==> config.mk <==
export PLATFORM = sky130hd
export DESIGN_NAME = pipeline_controller
export DESIGN_NICKNAME = d
export VERILOG_FILES = /design/src/rtl/pipeline_ctrl_pkg.sv /design/src/rtl/perf_counter.sv /design/src/rtl/pipeline_controller.sv
export SDC_FILE = /design/constraint.sdc
export NUM_CORES = 1
export LEC_CHECK = 0
export CAP_MARGIN = 20
export CORE_MARGIN = 2
export CORE_UTILIZATION = 44
export CTS_CLUSTER_DIAMETER = 120
export DETAILED_ROUTE_END_ITERATION = 7
export HOLD_SLACK_MARGIN = 0.02
export PLACE_DENSITY = 0.8
export SLEW_MARGIN = 25
export SYNTH_ARGS = -nofsm -noshare
export SYNTH_HDL_FRONTEND = slang
export SYNTH_HIERARCHICAL = 1
export SYNTH_SLANG_ARGS = --single-unit
==> constraint.sdc <==
create_clock -name clk -period 3.4 [get_ports clk]
set_clock_uncertainty 0.2 [all_clocks]
set_input_delay 0.68 -clock clk [delete_from_list [all_inputs] [get_ports clk]]
set_output_delay 0.68 -clock clk [all_outputs]
set_load 0.02 [all_outputs]
==> src/rtl/pipeline_ctrl_pkg.sv <==
// pipeline_ctrl_pkg: controller state and PC-mux encodings plus the control-signals exception codes.
package pipeline_ctrl_pkg;
  typedef enum logic [1:0] {RUN, MEM_WAIT, EXC_FLUSH, EXC_REDIRECT} state_t;
  typedef enum logic [1:0] {PC_PLUS4 = 2'b00, PC_BRANCH = 2'b01, PC_VECTOR = 2'b10, PC_EPC = 2'b11} pc_sel_t;
  localparam logic [2:0] NO_EXCEPTION     = 3'd0;
  localparam logic [2:0] ILLEGAL_INSTR    = 3'd1;
  localparam logic [2:0] UNALIGNED_ACCESS = 3'd2;
  localparam logic [2:0] BUS_ERROR        = 3'd3;
  localparam logic [2:0] SYSCALL          = 3'd4;
  localparam logic [2:0] BREAKPOINT       = 3'd5;
  localparam logic [2:0] OVERFLOW         = 3'd6;
endpackage

==> src/rtl/perf_counter.sv <==
// perf_counter: saturating event counter with a reset preload value.
module perf_counter #(
  parameter int WIDTH = 32,
  parameter logic [WIDTH-1:0] INIT = '0
) (
  input  logic             clk,
  input  logic             reset,
  input  logic             inc,
  output logic [WIDTH-1:0] count
);
  always_ff @(posedge clk or posedge reset)
    if (reset) count <= INIT;
    else if (inc && !(&count)) count <= count + WIDTH'(1);
endmodule

==> src/rtl/pipeline_controller.sv <==
// pipeline_controller: stall/flush/redirect control for a 5-stage pipeline with precise exceptions.
module pipeline_controller
  import pipeline_ctrl_pkg::*;
#(
  parameter logic [31:0] EXC_VECTOR    = 32'h0000_2000,
  parameter logic [31:0] STALL_PRELOAD = 32'h0000_0000
) (
  input  logic        clk,
  input  logic        reset,
  input  logic        load_use_stall_in,
  input  logic [2:0]  excpt_in,
  input  logic [31:0] excpt_pc_in,
  input  logic        dmem_busy_in,
  input  logic        imem_busy_in,
  input  logic        branch_taken_in,
  input  logic        eret_in,
  output logic        pc_write,
  output logic        if_id_en,
  output logic        id_ex_en,
  output logic        ex_mem_en,
  output logic        mem_wb_en,
  output logic        if_id_flush,
  output logic        id_ex_flush,
  output logic        ex_mem_flush,
  output logic [1:0]  pc_sel,
  output logic [31:0] exc_vector_out,
  output logic        exc_active,
  output logic [31:0] epc_out,
  output logic [2:0]  cause_out,
  output logic        double_fault_out,
  output logic [31:0] stall_cycles_out
);
  state_t      r_state;
  logic        r_exc_active;
  logic [31:0] r_epc;
  logic [2:0]  r_cause;
  logic        r_double_fault;
  logic        w_exc;
  logic        w_run;
  logic        w_take_exc;
  logic        w_do_eret;
  assign w_exc      = excpt_in != NO_EXCEPTION;
  assign w_run      = !reset && r_state == RUN;
  assign w_take_exc = w_run && w_exc && !r_exc_active;
  assign w_do_eret  = w_run && !w_take_exc && !dmem_busy_in && !imem_busy_in &&
                      !load_use_stall_in && eret_in && r_exc_active;
  assign exc_vector_out   = EXC_VECTOR;
  assign exc_active       = r_exc_active;
  assign epc_out          = r_epc;
  assign cause_out        = r_cause;
  assign double_fault_out = r_double_fault;
  always_comb begin
    {pc_write, if_id_en, id_ex_en, ex_mem_en, mem_wb_en} = 5'b11111;
    {if_id_flush, id_ex_flush, ex_mem_flush} = 3'b000;
    pc_sel = PC_PLUS4;
    if (w_take_exc || (!reset && r_state == EXC_FLUSH)) begin
      {pc_write, mem_wb_en} = 2'b00;
      {if_id_flush, id_ex_flush, ex_mem_flush} = 3'b111;
    end else if (!reset && r_state == EXC_REDIRECT) begin
      pc_sel = PC_VECTOR;
      if_id_flush = 1'b1;
    end else if ((w_run || (!reset && r_state == MEM_WAIT)) && dmem_busy_in)
      {pc_write, if_id_en, id_ex_en, ex_mem_en, mem_wb_en} = 5'b00000;
    else if (w_run && imem_busy_in) begin
      pc_write = 1'b0;
      if_id_flush = 1'b1;
    end else if (w_run && load_use_stall_in) begin
      {pc_write, if_id_en, id_ex_en} = 3'b000;
      ex_mem_flush = 1'b1;
    end else if (w_do_eret) begin
      pc_sel = PC_EPC;
      {if_id_flush, id_ex_flush} = 2'b11;
    end else if (w_run && branch_taken_in) begin
      pc_sel = PC_BRANCH;
      {if_id_flush, id_ex_flush} = 2'b11;
    end
  end
  always_ff @(posedge clk or posedge reset)
    if (reset) begin
      r_state        <= RUN;
      r_exc_active   <= 1'b0;
      r_epc          <= '0;
      r_cause        <= NO_EXCEPTION;
      r_double_fault <= 1'b0;
    end else
      case (r_state)
        RUN: begin
          if (w_exc && r_exc_active) r_double_fault <= 1'b1;
          if (w_take_exc) begin
            r_cause <= excpt_in;
            r_epc   <= excpt_pc_in;
            r_state <= EXC_FLUSH;
          end else if (dmem_busy_in) r_state <= MEM_WAIT;
          else if (w_do_eret) r_exc_active <= 1'b0;
        end
        MEM_WAIT:  if (!dmem_busy_in) r_state <= RUN;
        EXC_FLUSH: r_state <= EXC_REDIRECT;
        default: begin
          r_exc_active <= 1'b1;
          r_state      <= RUN;
        end
      endcase
  perf_counter #(.WIDTH(32), .INIT(STALL_PRELOAD)) u_stall_ctr (
    .clk(clk), .reset(reset), .inc(!pc_write), .count(stall_cycles_out)
  );
endmodule

==> metrics.md <==
| Metric | Value |
|---|---|
| Final GP Congestion | 0.8816 |
| Non-filler cells, final | 575 |
| Num ports | 153 |
| Hold-fix buffers, CTS | 0 |
| Multi-input gate area | 0.001754 mm2 |
| Hold Crit Depth | 1 |
| Initial Util | 45.80% |
| Pwr dens | 663.9 mW/mm2 |
| Crit path largest cell delay | 0.46 ns |
| Slowest stage cell, crit path | clkdlybuf4s50_1 |
| EDFF count, synth | 0 |
| Fin crit period | 3.235 ns |
| Adder-cell share of the synthesized area | 1.654% |
| Most used DFF post-synth | dfrtp_1 |
| Avg Inst Size Synth | 11.67 um2 |
| Drt initial violations | 30 |
| Post-CTS Setup Bufs | 0 |
| Layout area overhead | 40.42% |
| Critical Path RT | 2.52 ns |
| Rows | 33 |
| Post-route DRC | 0 |
| Filler cells | 682 |
| Proportion of synthesized area in mux cells | 13.17% |
| Final Hold Viols | 0 |
| Max Clk Rate | 309.1 MHz |
| Antenna-violating nets left | 0 |
| Slew Limit Fails | 0 |
| Worst skew pair latency | 0.33 ns |
| CTS buffer count | 9 |
| Dpl hpwl | 6703 um |
| Slew HR | 54.99% |
| FF+latch count, synth | 71 |
| Number of cells on the critical path | 6 |
| Cells after DPL | 559 |
| Worst Reg-to-Reg Cells | 11 |
| DR pass1 iterations | 4 |
| Vias | 2,840 |
| Peak VDD IR | 0.3352 mV |
| Crit path capture type | output pin |
| Vias in the first global route | 2,873 |
| NetSw | 1.180 mW |
| Class of the worst hold path | reg2reg |
| Synth Cell Area | 0.003782 mm2 |
| Internal | 2.346 mW |
| Clock root buffer | clkbuf_8 |
| Largest family of logic cells by synthesized area | simple AND/OR/NAND/NOR gates |
| CTS tree | done |
| Cells after Synth | 324 |
| Seq/Total Area, Yosys | 46.97% |
| Vias per cell | 4.939 |
| Unrepaired setup endpoints after global routing | no |
| Diode count | 0 |
| Logic pwr share | 42.9% |
| CP Max Fanout | 7 |
| Die Span Y | 96.72 um |
| Post-Synth XOR/XNOR Area | 6.252% |
| Asr flop ratio synth | 100.0% |
| First-pass GRT wire length | 14,230 um |
| Die area | 0.009354 mm2 |
| Setup TNS Final | 0 ns |
| Core area | 0.008258 mm2 |
| Endpoints failing setup | 0 |
| Remaining Overflow, GRT | 0 |
| YS warnings | 6 |
| Layout Nets | 512 |
| CP bufs+invs | 3 |
| Max-cap check violation count | 0 |
| Switching share of power | 33.46% |
| Status | complete, no violations |
| Clock network power share | 22.4% |
| Complex-gate fraction of the synthesized area | 5.954% |
| Distinct cells, synth | 55 |
| Period utilization | 95.14% |
| GRT Overall Usage | 18.69% |
| WL per Instance | 15.31 um |
| Max H-tree Level | 3 |
| Most common cell after layout, fill and taps aside | clkdlybuf4s50_1 |
| CTS Sinks | 71 |
| Leak | 2.447 nW |
| Flop pwr share | 34.7% |
| Top Family by Delay on Critical Path | buffers and inverters |
| Clock-pin slew on the worst setup and hold paths | 0.07 ns |
| Critical path type | in2out |
| Clk buf depth | 2 |
| Synth Area in Simple Gates | 15.65% |
| Least-Margin Pin Slew | 0.6737 ns |
| Worst EP arrival | 2.35 ns |
| Crit path cell chain | clkdlybuf4s50_1 > or3_1 > buf_4 > a21oi_2 > nand3_1 > dlygate4sd2_1 |
| Final wirelength | 8801 um |
| Largest net degree at the start of global routing | 40 |
| IO buf count | 120 |
| Share of layout cells above drive strength 1 | 17.23% |
| Startpoint Class | input pin |
| Initial antenna violation count | 0 |
| Commonest non-fill, non-tap cells in the layout | clkdlybuf4s50_1 (110), dfrtp_1 (71), conb_1 (32), mux2_4 (31), buf_4 (21) |
| Width of the die | 96.72 um |
| Register area | 0.001777 mm2 |
==> stage by stage <==
step                util, %  instance area, um2  worst slack (ns)  hold slack (ns)  power, mW
global route          64.32                5311           0.09595           0.3116      3.721
floorplan                 -                3909           0.04452           0.3884      2.115
detailed placement    61.41                5071           -0.1213           0.2697      2.766
global placement      61.41                5071           -0.1012           0.2604      2.721
finish                64.32                5311            0.1652           0.2766      3.526
CTS                   64.15                5298           0.01013           0.2863      3.552
==> cells by family (layout without fill, tap and decap cells) <==
family                     after synthesis  after routing
AOI/OAI and AO/OA                       31             31
xor gates and xnor gates                27             27
adders and majority gates                5              5
buffers and inverters                   52            168
DFF                                     71             71
muxes                                   34             34
other                                    2             32
and+or+nand+nor                        102            102
==> flip-flops by register name, summed over array words and instances (netlist names) <==
signal,cells
cause_out,3
double_fault_out,1
epc_out,32
exc_active,1
r_state,2
u_stall_ctr/count,32
==> power groups by stage <==
stage               clock network, mW  logic (mW)  registers (mW)
floorplan                           0       0.654            1.46
global placement                    0        1.50            1.22
detailed placement                  0        1.53            1.24
CTS                             0.815        1.51            1.22
global route                    0.861        1.60            1.26
finish                          0.791        1.51            1.22
==> final timing paths <==
kind                                   from                    end  slack [ns]
max                             excpt_in[2]               if_id_en        0.17
min                        double_fault_out       double_fault_out        0.28
max reg2reg                      r_state[0]  u_stall_ctr/count[30]        0.51
min reg2reg                double_fault_out       double_fault_out        0.28
max in group asynchronous             reset  u_stall_ctr/count[10]        1.79
min in group asynchronous             reset           cause_out[0]        0.83
==> synthesized netlist by cell type (all sizes together) (3+ instances only) <==
cell type  count  share of area (%)
dfrtp         71                 47
buf           39                8.9
mux2          33                 13
nand3         18                2.4
nor2          17                1.7
xnor2         14                3.2
nand2         13                1.3
xor2          13                3.0
inv           10               0.99
nand4         10                1.8
nor3          10                1.3
and3           8                1.3
a21oi          5               0.66
ha             5                1.7
o21ai          5               0.66
a22o           4               0.93
and2           4               0.73
nor4           4                1.1
a2111oi        3               0.69
a31oi          3               0.50
clkbuf         3               0.30
nor2b          3               0.56
nor3b          3               0.89
==> worst register-to-register path, stage by stage (launching register included) <==
cell	delay [ns]
dfrtp_1	0.42
inv_1	0.11
ha_2	0.28
nor3b_4	0.29
a22o_4	0.19
a21o_1	0.14
nand2_1	0.09
nor4_1	0.39
o21ai_1	0.12
buf_4	0.18
nor3_1	0.22
xor2_1	0.17
==> area by class of cell <==
type,count,area share (%)
multi-input cells,231,33.03
clock buffers,11,2.474
clock inverters,5,2.002
inverters,10,0.7774
repair buffers,142,25.79
well taps,105,2.474
flip-flops and latches,71,33.45
==> layer usage <==
layer / global-route usage (%) / vias to the layer above / share of wire [%]
met5: 0 / - / 0
met4: 5.092 / 0 / 1.1
met3: 5.347 / 10 / 6.2
met2: 31.09 / 112 / 48
met1: 23.96 / 1354 / 45
li1: - / 1364 / -
==> what timing repair did <==
action | CTS | global route
gates cloned | 0 | 0
resized for setup | 9 | 5
setup endpoints to repair | 9 | 3
No activity file was read; power rests on OpenSTA's default activity.
